## config.mk

```make
export PLATFORM = sky130hd
export DESIGN_NAME = rx_msg_decoder
export DESIGN_NICKNAME = d
export VERILOG_FILES = /design/src/rtl/rx_msg_decoder.sv
export SDC_FILE = /design/constraint.sdc
export NUM_CORES = 1
export LEC_CHECK = 0
export CORE_UTILIZATION = 40
export DETAILED_ROUTE_END_ITERATION = 7
export HOLD_SLACK_MARGIN = 0.06
export PLACE_DENSITY = 0.72
export SYNTH_ARGS = -nofsm -noshare
export SYNTH_HDL_FRONTEND = slang
export SYNTH_SLANG_ARGS = --single-unit
```

## constraint.sdc

```tcl
create_clock -name sys_clk -period 3.74 [get_ports sys_clk]
set_input_delay 0.561 -clock sys_clk [delete_from_list [all_inputs] [get_ports sys_clk]]
set_output_delay 0.561 -clock sys_clk [all_outputs]
set_load 0.005 [all_outputs]
```

## src/rtl/rx_msg_decoder.sv

```systemverilog
// rtl/rx_msg_decoder.sv - ASCII "{R0500,G0042}" duty message decoder; define RX_DEC_ERR_CNT_EN to add err_count
module rx_msg_decoder #(
  parameter int DUTY_W   = 14,
  parameter int DUTY_MAX = 1000
) (
  input  logic              sys_clk,
  input  logic              rst,
  input  logic              clk_enable,
  input  logic [127:0]      valid_messege_out,
  input  logic              valid_message_flag,
  output logic [DUTY_W-1:0] duty_r,
  output logic [DUTY_W-1:0] duty_g,
  output logic [DUTY_W-1:0] duty_b,
  output logic              update_pulse,
  output logic              decode_err,
  output logic              msg_dropped,
`ifdef RX_DEC_ERR_CNT_EN
  output logic [7:0]        err_count,
`endif
  output logic              busy
);

  typedef enum logic [2:0] {
    S_IDLE,
    S_LETTER,
    S_DIGIT,
    S_SEP,
    S_COMMIT,
    S_ERR
  } state_t;

  localparam logic [7:0] CH_R     = 8'h52;
  localparam logic [7:0] CH_G     = 8'h47;
  localparam logic [7:0] CH_B     = 8'h42;
  localparam logic [7:0] CH_COMMA = 8'h2C;
  localparam logic [7:0] CH_CLOSE = 8'h7D;

  state_t              state, state_n;
  logic [127:0]        msg_q, msg_n;
  logic [3:0]          idx, idx_n;
  logic [1:0]          chan, chan_n;
  logic [13:0]         acc, acc_n;
  logic [1:0]          dig_cnt, dig_n;
  logic [DUTY_W-1:0]   stg_r, stg_g, stg_b;
  logic [DUTY_W-1:0]   stg_r_n, stg_g_n, stg_b_n;
  logic [2:0]          staged, staged_n;
  logic [DUTY_W-1:0]   duty_r_n, duty_g_n, duty_b_n;
  logic                upd_n, err_n, drop_n;
  logic                flag_q, armed;
  logic                rise;
  logic [7:0]          byte_cur;
  logic                is_digit;
  logic [13:0]         acc_mac;
  logic [13:0]         sat_val;

  // armed stays low until the first enabled cycle after reset so a flag
  // that is already high at reset release is not taken as a new message
  assign rise     = armed && valid_message_flag && !flag_q;
  assign byte_cur = msg_q[{idx, 3'b000} +: 8];
  assign is_digit = (byte_cur >= 8'h30) && (byte_cur <= 8'h39);
  assign acc_mac  = (acc << 3) + (acc << 1) + {10'd0, byte_cur[3:0]};
  assign sat_val  = (acc > 14'(DUTY_MAX)) ? 14'(DUTY_MAX) : acc;
  assign busy     = (state != S_IDLE);

  // state register and datapath, all held while clk_enable is low
  always_ff @(posedge sys_clk) begin
    if (rst) begin
      state        <= S_IDLE;
      msg_q        <= '0;
      idx          <= '0;
      chan         <= '0;
      acc          <= '0;
      dig_cnt      <= '0;
      stg_r        <= '0;
      stg_g        <= '0;
      stg_b        <= '0;
      staged       <= '0;
      duty_r       <= '0;
      duty_g       <= '0;
      duty_b       <= '0;
      update_pulse <= 1'b0;
      decode_err   <= 1'b0;
      msg_dropped  <= 1'b0;
      flag_q       <= 1'b0;
      armed        <= 1'b0;
    end else if (clk_enable) begin
      state        <= state_n;
      msg_q        <= msg_n;
      idx          <= idx_n;
      chan         <= chan_n;
      acc          <= acc_n;
      dig_cnt      <= dig_n;
      stg_r        <= stg_r_n;
      stg_g        <= stg_g_n;
      stg_b        <= stg_b_n;
      staged       <= staged_n;
      duty_r       <= duty_r_n;
      duty_g       <= duty_g_n;
      duty_b       <= duty_b_n;
      update_pulse <= upd_n;
      decode_err   <= err_n;
      msg_dropped  <= drop_n;
      flag_q       <= valid_message_flag;
      armed        <= 1'b1;
    end
  end

  // next-state decode: one message byte consumed per enabled cycle
  always_comb begin
    state_n  = state;
    msg_n    = msg_q;
    idx_n    = idx;
    chan_n   = chan;
    acc_n    = acc;
    dig_n    = dig_cnt;
    stg_r_n  = stg_r;
    stg_g_n  = stg_g;
    stg_b_n  = stg_b;
    staged_n = staged;
    duty_r_n = duty_r;
    duty_g_n = duty_g;
    duty_b_n = duty_b;
    upd_n    = 1'b0;
    err_n    = 1'b0;
    drop_n   = rise && (state != S_IDLE);

    case (state)
      S_IDLE: begin
        if (rise) begin
          msg_n    = valid_messege_out;
          idx_n    = 4'd14;
          stg_r_n  = '0;
          stg_g_n  = '0;
          stg_b_n  = '0;
          staged_n = '0;
          state_n  = S_LETTER;
        end
      end
      S_LETTER: begin
        idx_n = idx - 4'd1;
        acc_n = '0;
        dig_n = '0;
        if (byte_cur == CH_R) begin
          chan_n  = 2'd0;
          state_n = S_DIGIT;
        end else if (byte_cur == CH_G) begin
          chan_n  = 2'd1;
          state_n = S_DIGIT;
        end else if (byte_cur == CH_B) begin
          chan_n  = 2'd2;
          state_n = S_DIGIT;
        end else begin
          state_n = S_ERR;
        end
      end
      S_DIGIT: begin
        idx_n = idx - 4'd1;
        if (is_digit) begin
          acc_n = acc_mac;
          dig_n = dig_cnt + 2'd1;
          if (dig_cnt == 2'd3) begin
            state_n = S_SEP;
          end
        end else begin
          state_n = S_ERR;
        end
      end
      S_SEP: begin
        idx_n = idx - 4'd1;
        case (chan)
          2'd0:    begin stg_r_n = DUTY_W'(sat_val); staged_n[0] = 1'b1; end
          2'd1:    begin stg_g_n = DUTY_W'(sat_val); staged_n[1] = 1'b1; end
          default: begin stg_b_n = DUTY_W'(sat_val); staged_n[2] = 1'b1; end
        endcase
        if (byte_cur == CH_COMMA) begin
          state_n = S_LETTER;
        end else if (byte_cur == CH_CLOSE) begin
          state_n = S_COMMIT;
        end else begin
          state_n = S_ERR;
        end
      end
      S_COMMIT: begin
        if (staged[0]) duty_r_n = stg_r;
        if (staged[1]) duty_g_n = stg_g;
        if (staged[2]) duty_b_n = stg_b;
        upd_n   = 1'b1;
        state_n = S_IDLE;
      end
      S_ERR: begin
        err_n   = 1'b1;
        state_n = S_IDLE;
      end
      default: begin
        state_n = S_IDLE;
      end
    endcase

    // byte 0 consumed without reaching "}" means the message ran out
    if ((state == S_LETTER || state == S_DIGIT || state == S_SEP) && idx == 4'd0 &&
        state_n != S_COMMIT && state_n != S_ERR) begin
      state_n = S_ERR;
    end
  end

`ifdef RX_DEC_ERR_CNT_EN
  logic [1:0] err_inc;
  logic [8:0] err_sum;

  assign err_inc = {1'b0, err_n} + {1'b0, drop_n};
  assign err_sum = {1'b0, err_count} + {7'd0, err_inc};

  // saturating count of rejected and dropped messages
  always_ff @(posedge sys_clk) begin
    if (rst) begin
      err_count <= '0;
    end else if (clk_enable) begin
      err_count <= err_sum[8] ? 8'd255 : err_sum[7:0];
    end
  end
`endif

endmodule

```

==> results.json, run 1 <==
{
  "n_fill_cell": 2289,
  "worstPathArrival_ns": 3.97,
  "clk_path_buf_depth": 3,
  "rrSetupSlack_ns": 0.20,
  "comb_power_share_pct": 8.2,
  "cap_viol_max_count": 0,
  "overflow": 0,
  "clock_skew_ns": 0.0187,
  "hold-path-endpoint": "duty_r[10]$_SDFFE_PP0P_",
  "rows": 58,
  "synthToLayoutAreaGrowth_pct": 30.4,
  "powerDensity_nw_per_um2": 428,
  "path_cells": "buf_6 -> mux4_2 -> a22oi_2 -> nand2_2 -> fa_1 -> inv_1 -> fa_2 -> nor2b_2 -> o21ai_2 -> a21boi_2 -> o21ai_1 -> a21oi_2 -> a31oi_1 -> xnor2_1 -> a31o_1",
  "drc": 0,
  "root_buffer": "clkbuf_16",
  "grt_pass1_vias": 8678,
  "finalPower_mw": 5.84,
  "p_clk_share_pct": 45.9,
  "worst_pin_slew_ns": 1.24,
  "vias": 8970,
  "path_max_fanout": 7,
  "clock.fmax_mhz": 282,
  "worstSetupEndpointType": "register",
  "die_w_um": 164,
  "cp_slowest_cell": "fa_1",
  "cts_tree": "built",
  "synth-seq-area-share_pct": 46.8,
  "rr_endpoint": "acc[12]$_SDFFE_PP0P_",
  "synth_area_um2": 10500,
  "htreeDepth": 1,
  "clk_pin_slew_worst_paths_ns": 0.06,
  "finalHoldViolCount": 0,
  "crit_buf_inv": 2,
  "layout.nets": 1567,
  "grt_setup_unrepaired": "no",
  "period_needed_ns": 3.54,
  "ys_warn_count": 0,
  "status": "complete, no violations",
  "avgSynthCellArea_um2": 8.39,
  "grt_pass1_wl_mm": 43.5,
  "cts.sinks": 245,
  "setup_viol": 0,
  "critPathMaxStageDelay_ns": 0.52,
  "drt.antenna.violating_nets": 0,
  "placed_cells": 1707,
  "slew_headroom_pct": 17.3,
  "dieArea_um2": 26800,
  "antenna_found_initial": 0,
  "post-route-util_pct": 53.8,
  "routedWlPerCell_um": 15.3,
  "cts_buffers": 26,
  "ys_ff_latch": 245,
  "worst_hold_startpoint": "duty_r[10]$_SDFFE_PP0P_",
  "p_int_mw": 4.52,
  "layout.cells.non_filler": 1758,
  "ir_drop_mv": 0.358,
  "switching_share_pct": 22.6,
  "firstDrtPassIters": 5,
  "r2r_start": "idx[0]$_SDFFE_PP0P_",
  "synth_enable_flop_cells": 0,
  "crit_type": "reg -> reg",
  "gp_congestion": 0.835,
  "slew_violations": 0,
  "synthArstFlopShare_pct": 0,
  "synth.distinct_cells": 59,
  "syn_inst": 1249,
  "ff_latch_area_um2": 4910,
  "cp-start-kind": "register",
  "start_util_pct": 41.2,
  "grt_max_degree": 108,
  "hold_class": "reg -> reg",
  "seqPwrFrac_pct": 45.9,
  "design.portCount": 178,
  "p_sw_mw": 1.32,
  "drive_above_1_share_pct": 8.68,
  "multi_input_area_um2": 5220,
  "totalWireLength_mm": 26.9,
  "grt_use_total_pct": 20.0,
  "synth_top_area_share_pct": 46.8,
  "drtIter0Drc": 600,
  "synth.top_cells.by_area": "dfxtp_1, nand2_1, a21oi_1",
  "synthTopCellsByCount": "nand2_1, dfxtp_1, a21oi_1, nor2_1, clkbuf_1",
  "place.detailed.hpwl_mm": 19.1,
  "path_delay_family": "compound AO/OA/AOI/OAI gates",
  "worst_r2r_path_depth": 15,
  "yosysTopAreaCell": "dfxtp_1",
  "min_period_over_period_pct": 94.7,
  "leakagePower_nw": 4.89,
  "min_path_cells": 2,
  "core_area_um2": 25400,
  "synth_nets": 1408,
  "required_ns": 4.17,
  "insertion_delay_ns": 0.55,
  "vias_per_cell": 5.10,
  "io_buffers": 177,
  "diodes": 0,
  "die_h_um": 164,
  "yosysMostFrequentCell": "nand2_1",
  "synthFlopType": "dfxtp_1"
}
## kinds of logic (layout without fill, tap and decap cells)
group | Yosys count | after routing | share of synthesized area (%)
and+or+nand+nor | 555 | 555 | 22.0
AOI/OAI and AO/OA | 263 | 263 | 13.9
DFF | 245 | 245 | 46.8
buffers and inverters | 96 | 275 | 3.83
muxes | 51 | 51 | 9.09
adders and majority gates | 27 | 27 | 3.37
xor gates and xnor gates | 12 | 12 | 1.00
## layout make-up
cell class                 count  area share, %
inverter                      11          0.302
timing repair buffer         216           15.9
clock buffer                  38           5.32
multi-input combinational    908           38.3
tap                          330           3.02
clock inverter                10           1.23
sequential                   245           36.0
## layout by cell type, fill, tap and decap left out, types with 3 or more instances in the layout
cell,synthesis,layout
a211oi_1,5,5
a21oi_1,209,207
a21oi_2,1,3
a22oi_1,14,9
a22oi_2,0,5
a31oi_1,10,10
and2_0,3,3
and2_1,15,15
and3_1,6,6
buf_12,1,8
buf_4,2,29
buf_6,2,3
bufinv_16,0,4
clkbuf_1,75,9
clkbuf_16,0,26
clkbuf_8,0,3
clkdlybuf4s50_1,0,176
clkinv_2,0,3
dfxtp_1,245,244
ha_1,25,25
inv_1,11,11
mux2i_1,19,19
mux4_1,11,10
mux4_2,21,22
nand2_1,380,378
nand2b_1,11,11
nand3_1,12,12
nor2_1,86,86
nor2b_1,8,7
nor3_1,13,12
nor3b_1,3,3
o21ai_0,7,4
o21ai_1,1,3
or2_2,3,3
xnor2_1,5,5
xor2_1,7,7
## power by group through the flow
stage               Sequential (mW)  Combinational [mW]  Clock [mW]
detailed placement             2.74               0.474           0
finish                         2.68               0.481        2.68
CTS                            2.68               0.480        2.72
global route                   2.68               0.520        2.82
floorplan                      2.72               0.239           0
global placement               2.73               0.469           0
## metrics by stage
stage / worst slack (ns) / hold WS (ns) / instance area, um2 / setup TNS (ns)
floorplan: 0.0506 / 0.427 / 10500 / 0
global placement: -0.0233 / 0.438 / 12700 / -0.0233
detailed placement: -0.105 / 0.442 / 12700 / -0.124
CTS: 0.00243 / 0.453 / 13600 / 0
global route: 0.0220 / 0.464 / 13700 / 0
finish: 0.198 / 0.452 / 13700 / 0
## worst reg2reg max path, stage by stage, from the launching register on
cell and delay [ns]:
dfxtp_4 0.36, buf_6 0.14, mux4_2 0.51, a22oi_2 0.22, nand2_2 0.09, fa_1 0.52
inv_1 0.07, fa_2 0.40, nor2b_2 0.15, o21ai_2 0.08, a21boi_2 0.17, o21ai_1 0.11
a21oi_2 0.17, a31oi_1 0.11, xnor2_1 0.14, a31o_1 0.19
## worst max-delay path by stage
stage | cells after the start | slack [ns] | startpoint | endpoint
after floorplan | 16 | 0.05 | idx[1]$_SDFFE_PP0P_ | acc[12]$_SDFFE_PP0P_
after global placement | 15 | -0.02 | idx[0]$_SDFFE_PP0P_ | acc[12]$_SDFFE_PP0P_
after detailed placement | 15 | -0.10 | idx[0]$_SDFFE_PP0P_ | acc[12]$_SDFFE_PP0P_
after CTS | 15 | 0.002 | idx[0]$_SDFFE_PP0P_ | acc[12]$_SDFFE_PP0P_
after global routing | 14 | 0.02 | idx[0]$_SDFFE_PP0P_ | acc[11]$_SDFFE_PP0P_
final | 15 | 0.20 | idx[0]$_SDFFE_PP0P_ | acc[12]$_SDFFE_PP0P_
## layer usage
metal / GRT usage [%] / part of all wire, %
met2: 33.2 / 47
met3: 2.63 / 4.3
met5: 0 / 0
met1: 26.7 / 45
met4: 7.07 / 3.1
## sequential cells by signal (all words and copies together) (netlist names)
| name | flops |
|---|---|
| acc | 14 |
| armed | 1 |
| chan | 2 |
| decode_err | 1 |
| dig_cnt | 2 |
| duty_b | 14 |
| duty_g | 14 |
| duty_r | 14 |
| flag_q | 1 |
| idx | 4 |
| msg_dropped | 1 |
| msg_q | 128 |
| staged | 3 |
| state | 3 |
| stg_b | 14 |
| stg_g | 14 |
| stg_r | 14 |
| update_pulse | 1 |
## timing repair
action                                  CTS  global route
hold buffers                              0             0
gates resized for setup                   6            14
endpoints found under the setup margin    2             5
setup buffers                             2             1
pin swaps                                 3             8
hold endpoints to repair                  0             0
Note: power is estimated with default switching activity, not from simulation.
==> run 2, diff against run 1 <==
--- a/config.mk
+++ b/config.mk
@@ -5,6 +5,7 @@
 export SDC_FILE = /design/constraint.sdc
 export NUM_CORES = 1
 export LEC_CHECK = 0
+export CORE_MARGIN = 2
 export CORE_UTILIZATION = 40
 export DETAILED_ROUTE_END_ITERATION = 7
 export HOLD_SLACK_MARGIN = 0.06
==> run 2 against run 1 <==
Non-clock buffer count up 5. Routed wire length up 1.1%. Fmax down 1.8%. Via count up 1.8%. Flip-flop and latch count unchanged. Combinational power about the same. Clock power down 4%. Register-to-register slack worse by 0.06 ns. Critical path type unchanged. Setup slack worse by 0.064 ns. Global-route usage down 0.74 points.
==> results.json, run 2 (synthesized netlist as in run 1, its figures left out) <==
{
  "status": "complete, no violations",
  "finalHoldViolCount": 0,
  "layout_commonest_cell": "nand2_1",
  "rows": 59,
  "grt_max_degree": 129,
  "comb_power_share_pct": 8.4,
  "r2r_start": "idx[0]$_SDFFE_PP0P_",
  "drc": 0,
  "slew_violations": 0,
  "path_max_fanout": 7,
  "vias_per_cell": 5.17,
  "switching_share_pct": 23.1,
  "grt_pass1_vias": 8639,
  "place_area_um2": 12600,
  "drtIter0Drc": 862,
  "p_int_mw": 4.40,
  "post-route-util_pct": 52.7,
  "dieArea_um2": 27500,
  "worstSetupEndpointType": "register",
  "vias": 9129,
  "diodes": 0,
  "p_sw_mw": 1.32,
  "clock_skew_ns": 0.0172,
  "min_path_cells": 2,
  "clk_path_buf_depth": 3,
  "cts_hold_buffers": 0,
  "setup_viol": 0,
  "insertion_delay_ns": 0.54,
  "leakagePower_nw": 4.89,
  "final_cell_mix": "nand2_1, dfxtp_1, a21oi_1, clkdlybuf4s50_1, nor2_1",
  "cts_tree": "built",
  "ir_drop_mv": 0.297,
  "grt_pass1_wl_mm": 44.4,
  "worstPathArrival_ns": 4.04,
  "root_buffer": "clkbuf_16",
  "core_area_um2": 25900,
  "cts_buffers": 26,
  "n_fill_cell": 2358,
  "rrSetupSlack_ns": 0.13,
  "clk_pin_slew_worst_paths_ns": 0.06,
  "slew_headroom_pct": 37.3,
  "design.portCount": 178,
  "grt_use_total_pct": 19.3,
  "firstDrtPassIters": 7,
  "die_h_um": 166,
  "powerDensity_nw_per_um2": 418,
  "worst_hold_startpoint": "stg_b[11]$_SDFFE_PP0P_",
  "antenna_found_initial": 0,
  "drive_above_1_share_pct": 9.92,
  "clock.fmax_mhz": 277,
  "die_w_um": 166,
  "pre_cts_ws_ns": -0.161,
  "hold-path-endpoint": "duty_b[11]$_SDFFE_PP0P_",
  "crit_type": "reg -> reg",
  "synthToLayoutAreaGrowth_pct": 30.5,
  "required_ns": 4.17,
  "setup_slack_ns": 0.134,
  "hold_class": "reg -> reg",
  "start_util_pct": 40.4,
  "rr_endpoint": "acc[12]$_SDFFE_PP0P_",
  "worst_pin_slew_ns": 0.935,
  "htreeDepth": 1,
  "finalPower_mw": 5.72,
  "overflow": 0,
  "place.detailed.hpwl_mm": 19.2,
  "worst_r2r_path_depth": 17,
  "largest_register_ffs": 128,
  "cap_viol_max_count": 0,
  "min_period_over_period_pct": 96.4,
  "seqPwrFrac_pct": 46.9,
  "period_needed_ns": 3.61,
  "cp-start-kind": "register",
  "routedWlPerCell_um": 15.4,
  "cts.sinks": 245,
  "gp_congestion": 0.879,
  "io_buffers": 177,
  "totalWireLength_mm": 27.2,
  "drt.antenna.violating_nets": 0,
  "p_clk_share_pct": 44.7,
  "largest_register": "msg_q",
  "layout.nets": 1572,
  "hold_slack_ns": 0.446,
  "postLayoutCellArea_um2": 13700
}
[run 2: worst max-delay path, stage by stage, from the launching register on]
cell and delay (ns):
dfxtp_4 0.38, buf_8 0.13, buf_4 0.11, mux4_2 0.50, a22oi_2 0.21, nand2_2 0.11, ha_4 0.27, ha_2 0.17
inv_1 0.06, fa_2 0.40, nor2b_2 0.16, o21ai_2 0.08, a21boi_2 0.18, o21ai_2 0.09, a21oi_2 0.17, a31oi_1 0.12
xnor2_1 0.14, a31o_1 0.20
[run 2: layout make-up]
cell class | count | area [um2] | area share [%]
repair buffers | 221 | 2160 | 15.8
clock inverters | 11 | 97.6 | 0.714
clock buffers | 36 | 768 | 5.62
well taps | 335 | 419 | 3.07
flip-flops and latches | 245 | 4910 | 35.9
multi-input cells | 908 | 5270 | 38.6
inverters | 11 | 41.3 | 0.302
[run 2: worst max path at each step]
stage                   startpoint                   end  slack [ns]
2_1_floorplan  idx[1]$_SDFFE_PP0P_  acc[12]$_SDFFE_PP0P_        0.05
3_3_place_gp   idx[0]$_SDFFE_PP0P_  acc[12]$_SDFFE_PP0P_       -0.07
3_5_place_dp   idx[0]$_SDFFE_PP0P_  acc[12]$_SDFFE_PP0P_       -0.16
4_1_cts        idx[0]$_SDFFE_PP0P_  acc[12]$_SDFFE_PP0P_        0.03
5_1_grt        idx[0]$_SDFFE_PP0P_  acc[12]$_SDFFE_PP0P_       -0.04
6_report       idx[0]$_SDFFE_PP0P_  acc[12]$_SDFFE_PP0P_        0.13
[run 2: what timing repair did]
| item | CTS | global route |
|---|---|---|
| pin swaps | 5 | 15 |
| setup endpoints to repair | 2 | 6 |
| resized for setup | 9 | 18 |
| setup buffers | 2 | 5 |
[run 2: metrics by stage]
stage / TNS (ns) / instances
detailed placement: -0.241 / 1713
global placement: -0.0662 / 1713
CTS: 0 / 1762
floorplan: 0 / 1249
finish: 0 / 1767
global route: -0.0371 / 1767
[run 2: power groups by stage]
stage / clock, mW / sequential (mW) / combinational [mW]
after floorplan: 0 / 2.72 / 0.239
after global placement: 0 / 2.74 / 0.462
after detailed placement: 0 / 2.74 / 0.465
after CTS: 2.60 / 2.68 / 0.473
after global routing: 2.70 / 2.68 / 0.523
final: 2.56 / 2.68 / 0.482
[run 2: metal layers]
layer | track usage, % | part of all wire, % | up-vias
met5 | 0 | 0 | -
met4 | 5.37 | 2.6 | 0
met3 | 3.03 | 5.0 | 56
met2 | 31.2 | 46 | 270
met1 | 27.0 | 46 | 4249
li1 | - | - | 4554
==> run 3, diff against run 2 <==
--- a/config.mk
+++ b/config.mk
@@ -5,7 +5,7 @@
 export SDC_FILE = /design/constraint.sdc
 export NUM_CORES = 1
 export LEC_CHECK = 0
-export CORE_MARGIN = 2
+export CORE_MARGIN = 3
 export CORE_UTILIZATION = 40
 export DETAILED_ROUTE_END_ITERATION = 7
 export HOLD_SLACK_MARGIN = 0.06
==> run 3 against run 2 <==
First-iteration DRC count decreased by 23%. Routed wire length about the same. Critical path type unchanged. Clock power down 3%. Die area rose by 2.4%. Critical path depth decreased by 2. Largest power group unchanged. Fmax grew 0.59%. Sequential power about the same.
==> results.json, run 3 (synthesized netlist as in run 1, its figures left out) <==
{
  "drtIter0Drc": 661,
  "largest_register": "msg_q",
  "clock_skew_ns": 0.0276,
  "insertion_delay_ns": 0.54,
  "place.detailed.hpwl_mm": 19.2,
  "start_util_pct": 41.1,
  "layout.nets": 1565,
  "firstDrtPassIters": 7,
  "vias": 9092,
  "rrSetupSlack_ns": 0.16,
  "largest_register_ffs": 128,
  "path_cells": "buf_12 -> mux4_2 -> a22oi_2 -> nand2_2 -> fa_1 -> inv_1 -> fa_2 -> nor2b_2 -> o21ai_2 -> a21boi_2 -> o21ai_2 -> a21oi_2 -> a31oi_1 -> xnor2_1 -> a31o_1",
  "worstPathArrival_ns": 4.00,
  "min_path_cells": 2,
  "worst_pin_slew_ns": 0.876,
  "core_area_um2": 25500,
  "synthToLayoutAreaGrowth_pct": 29.5,
  "final_cell_mix": "nand2_1, dfxtp_1, a21oi_1, clkdlybuf4s50_1, nor2_1",
  "critPathMaxStageDelay_ns": 0.52,
  "drt.antenna.violating_nets": 0,
  "endpoint": "acc[12]$_SDFFE_PP0P_",
  "p_int_mw": 4.35,
  "clk_pin_slew_worst_paths_ns": 0.06,
  "clk_path_buf_depth": 3,
  "powerDensity_nw_per_um2": 416,
  "routedWlPerCell_um": 15.5,
  "cts_buffers": 26,
  "rr_endpoint": "acc[12]$_SDFFE_PP0P_",
  "finalHoldViolCount": 0,
  "grt_pass1_wl_mm": 44.1,
  "leakagePower_nw": 4.86,
  "grt_pass1_vias": 8753,
  "drc": 0,
  "rows": 58,
  "path_max_fanout": 5,
  "cts.sinks": 245,
  "seqPwrFrac_pct": 47.5,
  "overflow": 0,
  "clock.fmax_mhz": 279,
  "die_w_um": 168,
  "vias_per_cell": 5.19,
  "layout_commonest_cell": "nand2_1",
  "crit_path_frequent_cell": "o21ai_2",
  "pre_cts_ws_ns": -0.195,
  "min_period_over_period_pct": 95.8,
  "r2r_start": "idx[0]$_SDFFE_PP0P_",
  "required_ns": 4.15,
  "fin_setup_tns_ns": 0,
  "diodes": 0,
  "dieArea_um2": 28200,
  "slew_headroom_pct": 41.2,
  "setup_viol": 0,
  "cts_tree": "built",
  "cp_slowest_cell": "fa_1",
  "p_sw_mw": 1.29,
  "cp-start-kind": "register",
  "grt_max_degree": 137,
  "p_clk_share_pct": 44.1,
  "setup_slack_ns": 0.155,
  "slew_violations": 0,
  "gp_congestion": 0.848,
  "cap_viol_max_count": 0,
  "comb_power_share_pct": 8.4,
  "status": "complete, no violations",
  "cts_hold_buffers": 0,
  "grt_use_total_pct": 18.6,
  "switching_share_pct": 22.9,
  "io_buffers": 177,
  "die_h_um": 168,
  "worst_r2r_path_depth": 15,
  "crit_type": "reg -> reg",
  "htreeDepth": 1,
  "period_needed_ns": 3.58,
  "cp-startpoint": "idx[0]$_SDFFE_PP0P_",
  "root_buffer": "clkbuf_16",
  "worstSetupEndpointType": "register",
  "ir_drop_mv": 0.326,
  "hold_class": "reg -> reg",
  "design.portCount": 178,
  "antenna_found_initial": 0,
  "totalWireLength_mm": 27.2,
  "finalPower_mw": 5.64,
  "drive_above_1_share_pct": 8.78
}
==> run 3: changes by cell type in the layout (fill, tap and decap cells not counted), moves of 2 or more <==
| cell | before | now |
|---|---|---|
| ha_1 | 22 | 25 |
| clkbuf_8 | 8 | 4 |
| buf_12 | 4 | 6 |
| clkbuf_1 | 2 | 5 |
| buf_6 | 1 | 4 |
| buf_4 | 39 | 28 |
| ha_4 | 2 | 0 |
==> run 3: repair_timing <==
item	in CTS	in global routing
resized for setup	8	15
endpoints found under the setup margin	4	8
hold endpoints to repair	0	0
buffers inserted	6	0
pin swaps	4	6
==> run 3: through the flow <==
stage	hold slack [ns]	cells	util (%)	cell area, um2
floorplan	0.427	1249	-	10500
global placement	0.438	1702	49.5	12600
detailed placement	0.444	1702	49.5	12600
CTS	0.452	1753	53.0	13500
global route	0.468	1753	53.2	13600
finish	0.451	1753	53.2	13600
==> run 3: worst min-delay path by stage <==
stage	to	start
finish	msg_q[81]$_SDFFE_PP0P_	msg_q[81]$_SDFFE_PP0P_
global route	duty_g[11]$_SDFFE_PP0P_	stg_g[11]$_SDFFE_PP0P_
CTS	duty_r[11]$_SDFFE_PP0P_	stg_r[11]$_SDFFE_PP0P_
detailed placement	duty_r[11]$_SDFFE_PP0P_	stg_r[11]$_SDFFE_PP0P_
global placement	duty_r[10]$_SDFFE_PP0P_	stg_r[10]$_SDFFE_PP0P_
floorplan	duty_b[10]$_SDFFE_PP0P_	stg_b[10]$_SDFFE_PP0P_
==> run 3: layer usage <==
metal  global-route usage [%]  up-vias  share of wire (%)  wire length [um]
met5                        0        -                  0                 0
met4                     4.45        0                2.4               667
met3                     2.72       43                5.4              1470
met2                     30.6      287                 46             12600
met1                     26.1     4227                 46             12500
li1                         -     4535                  -                 -
==> run 3: cell type report <==
class                      instances  area, um2
clock buffer                      36        749
fill                            2301      11900
tap                              330        413
clock inverter                     9       72.6
timing repair buffer             214       2140
multi-input combinational        908       5240
inverter                          11       41.3
sequential                       245       4910
==> run 3: worst max-delay path, delay by kind of cell, from the launching register on <==
family          cells  cell delay, ns
compound gates      7            1.06
fa+ha+maj           2            0.92
mux                 1            0.50
flops               1            0.37
simple gates        2            0.28
buf+inv             2            0.20
xor+xnor            1            0.14
==> run 3: power groups by stage <==
stage               clock, mW  combinational [mW]  sequential [mW]
floorplan                   0               0.239             2.72
global placement            0               0.461             2.74
detailed placement          0               0.464             2.74
CTS                      2.53               0.470             2.68
global route             2.63               0.513             2.68
finish                   2.49               0.473             2.68
==> RTL change 1 (flow settings as in run 1) <==
`DUTY_W`: 14 -> 7.
--- a/src/rtl/rx_msg_decoder.sv
+++ b/src/rtl/rx_msg_decoder.sv
@@ -2,3 +2,3 @@
 module rx_msg_decoder #(
-  parameter int DUTY_W   = 14,
+  parameter int DUTY_W   = 7,
   parameter int DUTY_MAX = 1000
Interface: changed (resized duty_b, duty_g and duty_r); port bits go from 178 to 157. The function was not compared with the original's and may differ.
==> RTL change 1 against run 1 <==
The run now ends with design-rule violations left. Die area is 13% lower. Largest cell class unchanged. Power is 18% lower. Sequential cell count is 42 lower. Worst setup slack worse by 0.16 ns. Final area is 12% lower. Synthesized area is 13% lower. Routed wire length is 11% lower. Final cell count is 13% lower.
==> RTL change 1: results (changes against run 1) <==
outcome:
  status: "finished, violations left"
  violations: "design-rule violations"
global_routing:
  grt_max_degree: 116  # +7.4%
  grt_pass1_vias: 7753  # -11%
  grt_pass1_wl_mm: 39.2  # -9.8%
  track_usage: 0.205  # +0.00502
logic_synthesis:
  synth.area.mux_share: 0.0969  # +0.00602
  yosysSeqAreaShare: 0.448  # -0.0205
  synth-async-reset-ratio: 0  # unchanged
  postSynthAreaPerCell_um2: 8.43  # +0.58%
  synth_common_cells: "nand2_1, dfxtp_1, a21oi_1"
  synthXorXnorAreaFrac: 0.0106  # +0.000582
  syn_nets: 1235  # -12%
  synth_compound_area_frac: 0.156  # +0.0171
  synth.area.top_cells: "dfxtp_1, nand2_1, a21oi_1"
  synth_warnings: 0  # unchanged
  yosys.area_share.adder: 0.0389  # +0.00519
  synth.distinct_cells: 56  # -5.1%
sta:
  skew_ns: 0.0205  # +0.00185 ns
  hold_viol: 0  # unchanged
  slew_headroom: 0.399  # +0.226
worst_hold_path:
  hold_path_class: "register to register"
pwr:
  p_int_mw: 3.71  # -18%
  power.leakage_nw: 4.22  # -14%
  max-vdd-ir-drop_uv: 258  # -28%
setup_path:
  critPathArrivalTime_ns: 4.11  # +0.14 ns
  cpPeakStageDelay_ns: 0.59  # +0.07 ns
  cp_max_fo: 6  # -1
placement:
  hpwl_mm: 16.9  # -12%
  place.gp.congestion: 0.844  # +1.1%
  placedCellCount: 1470  # -14%
  port_buffers: 156  # -12%
clock_tree:
  clk_latency_ns: 0.51  # -0.04 ns
  cts_inserted_buffers: 22  # -15%
  post_cts_resized: 20  # +14
  postCtsSetupBuffers: 5  # +3
final_layout:
  largestRegisters: "msg_q: 128 flops, acc: 14 flops"
  final_nets: 1385  # -12%
  n_antenna_cell: 0  # unchanged
  layout-drive-gt1-share: 0.115  # +0.0284
  fill_cells: 1971  # -14%
drt:
  wl_mm: 23.9  # -11%
  dr.first_iter.drc_count: 450  # -25%
  drc_errors: 5  # +5
  first_pass_iters: 8  # +3
  vias_per_cell: 5.25  # +2.9%
  wl_per_cell_um: 15.7  # +2.3%
-- RTL change 1: changes by cell type after synthesis, sizes merged, moves of 15 or more --
cell   delta
nand3    +16
nor2     -23
nand2    -72
a21oi    -32
and2     -15
dfxtp    -42
-- RTL change 1: power by group through the flow --
stage | registers, mW | logic (mW) | clock network (mW)
global route | 2.24 | 0.508 | 2.23
CTS | 2.24 | 0.467 | 2.15
floorplan | 2.27 | 0.233 | 0
detailed placement | 2.29 | 0.455 | 0
global placement | 2.28 | 0.452 | 0
finish | 2.24 | 0.467 | 2.11
-- RTL change 1: layer usage --
layer,GRT usage,vias up,share of wire
li1,-,3997,-
met2,0.347,213,0.48
met4,0.0544,0,0.021
met3,0.0324,33,0.049
met5,0,-,0
met1,0.273,3746,0.45
-- RTL change 1: worst paths after layout --
| check | cells past startpoint | to | from | slack (ns) |
|---|---|---|---|---|
| worst max-delay path | 14 | acc[13] | idx[0] | 0.04 |
| worst min-delay path | 2 | msg_q[32] | msg_q[32] | 0.45 |
| worst max register to register | 14 | acc[13] | idx[0] | 0.04 |
| worst min register to register | 2 | msg_q[32] | msg_q[32] | 0.45 |
-- RTL change 1: per-stage QoR --
step / setup slack, ns / util / instance area, um2 / TNS, ns
global route: -0.195 / 0.543 / 12000 / -0.389
CTS: -0.0363 / 0.540 / 11900 / -0.0471
floorplan: -0.0152 / - / 9100 / -0.0152
finish: 0.0358 / 0.543 / 12000 / 0
global placement: -0.131 / 0.501 / 11000 / -0.212
detailed placement: -0.292 / 0.501 / 11000 / -0.502
-- RTL change 1: cell type report --
type                       instances  area (um2)  area share
multi-input combinational        780        4780       0.400
timing repair buffer             201        1980       0.166
inverter                          18        67.6     0.00565
tap                              280         350      0.0293
sequential                       203        4070       0.340
clock buffer                      35         649      0.0543
clock inverter                     4        56.3     0.00471
==> RTL change 2 (config.mk and constraints of run 1) <==
Made on the original files. The 6 states of `state_t` get a Gray code encoding in 3 bits.
--- a/src/rtl/rx_msg_decoder.sv
+++ b/src/rtl/rx_msg_decoder.sv
@@ -23,8 +23,8 @@
   typedef enum logic [2:0] {
-    S_IDLE,
-    S_LETTER,
-    S_DIGIT,
-    S_SEP,
-    S_COMMIT,
-    S_ERR
+    S_IDLE   = 3'b000,
+    S_LETTER = 3'b001,
+    S_DIGIT  = 3'b011,
+    S_SEP    = 3'b010,
+    S_COMMIT = 3'b110,
+    S_ERR    = 3'b111
   } state_t;
Formal check against the unedited RTL: same outputs for any inputs over 4 cycles, from zero or initial values and one cycle with rst high; so few cycles prove little.
==> RTL change 2 against run 1 <==
Combinational power up 8.5%. Sequential cell count unchanged. Worst setup slack worse by 0.18 ns. Routed wire length down 2.3%. Power down 3.1%. Synthesized area down 1.5%. Final area down 1.8%. Synthesized cell count down 1.7%.
==> RTL change 2: results (changes against run 1) <==
outcome:
  status: "finished, final reports clean"
drt:
  via_count: 8838  # -1.5%
  wl_met3_mm: 1.19  # +3.4%
  wl_met2_mm: 13.0  # +1.5%
  wl_per_cell_um: 15.2  # -0.91%
  wl_met1_mm: 11.6  # -4.4%
  wl_mm: 26.3  # -2.3%
  dr.first_iter.drc_count: 546  # -9.0%
  highest_layer: "met4"
placement:
  placedCellCount: 1687  # -1.2%
  hpwl_mm: 18.6  # -2.6%
  preCtsSetupSlack_ns: -0.0761  # +0.0285 ns
  place.gp.congestion: 0.830  # -0.66%
global_routing:
  use_met1: 0.267  # -0.000436
  grt_pass1_vias: 8494  # -2.1%
  use_met3: 0.0247  # -0.00156
  antenna_found_initial: 0  # unchanged
  grt_pass1_wl_mm: 42.9  # -1.3%
  track_usage: 0.201  # about the same
  grt_max_degree: 129  # +19%
  met2_usage: 0.343  # +0.0108
clock_tree:
  postCtsSetupBuffers: 3  # +1
  htreeDepth: 1  # unchanged
  clk_latency_ns: 0.52  # -0.03 ns
  post_cts_resized: 13  # +7
floorplan:
  dieArea_um2: 26400  # -1.5%
logic_synthesis:
  syn_nets: 1387  # -1.5%
  synth_common_cells: "nand2_1, dfxtp_1, a21oi_1"
  synth.area.top_cells: "dfxtp_1, nand2_1, a21oi_1"
  synth_warnings: 0  # unchanged
  yosysSeqAreaShare: 0.475  # +0.00704
sta:
  slew_headroom: 0.509  # +0.337
  worst_hold_slack_ns: 0.451  # -0.000751 ns
  fmax_mhz: 269  # -4.7%
final_layout:
  final_nets: 1548  # -1.2%
  layout-drive-gt1-share: 0.101  # +0.0143
  fill_cells: 2361  # +3.1%
setup_path:
  cp_max_fo: 6  # -1
  timing.rr.end: "acc[13]"
  worst_path_max_delay_cell: "mux4_2"
  rrSetupSlack_ns: 0.02  # -0.18 ns
  critPathArrivalTime_ns: 4.13  # +0.16 ns
worst_hold_path:
  worstHoldStart: "stg_g[11]"
pwr:
  power.density_nw_per_um2: 422  # -1.3%
  max-vdd-ir-drop_uv: 278  # -22%
  seq_cell_power_mw: 2.69  # about the same
  power.leakage_nw: 4.74  # -3.1%
  clockPowerShare: 0.432  # -0.027
  p_int_mw: 4.36  # -3.5%
RTL change 2: cell count changes in the layout (fill, tap and decap cells not counted), sizes merged, moves of 6 or more:
cell	run 1	this run
nor2	87	80
a221oi	2	8
nand2b	11	4
nand3	12	5
a31oi	10	4
or3	1	8
a22o	1	13
mux2i	19	7
nand2	380	370
a22oi	14	5
a21oi	210	219
RTL change 2: cell families (layout without fill, tap and decap cells):
family,count (synthesis),count (layout),share of synthesized area
XOR/XNOR,12,12,0.0102
buffers and inverters,100,276,0.0398
multiplexers,40,40,0.0777
adder cells (fa/ha/maj),27,27,0.0342
flip-flops,245,245,0.475
AO/OA/AOI/OAI,281,281,0.155
AND/OR/NAND/NOR,523,523,0.208
RTL change 2: final cells by class:
type	count	area, um2	area share
Clock buffer	38	787	0.0587
Clock inverter	5	35.0	0.00261
Inverter	16	60.1	0.00448
Multi-Input combinational cell	883	5090	0.380
Sequential cell	245	4910	0.366
Tap cell	330	413	0.0308
Timing Repair Buffer	217	2110	0.157
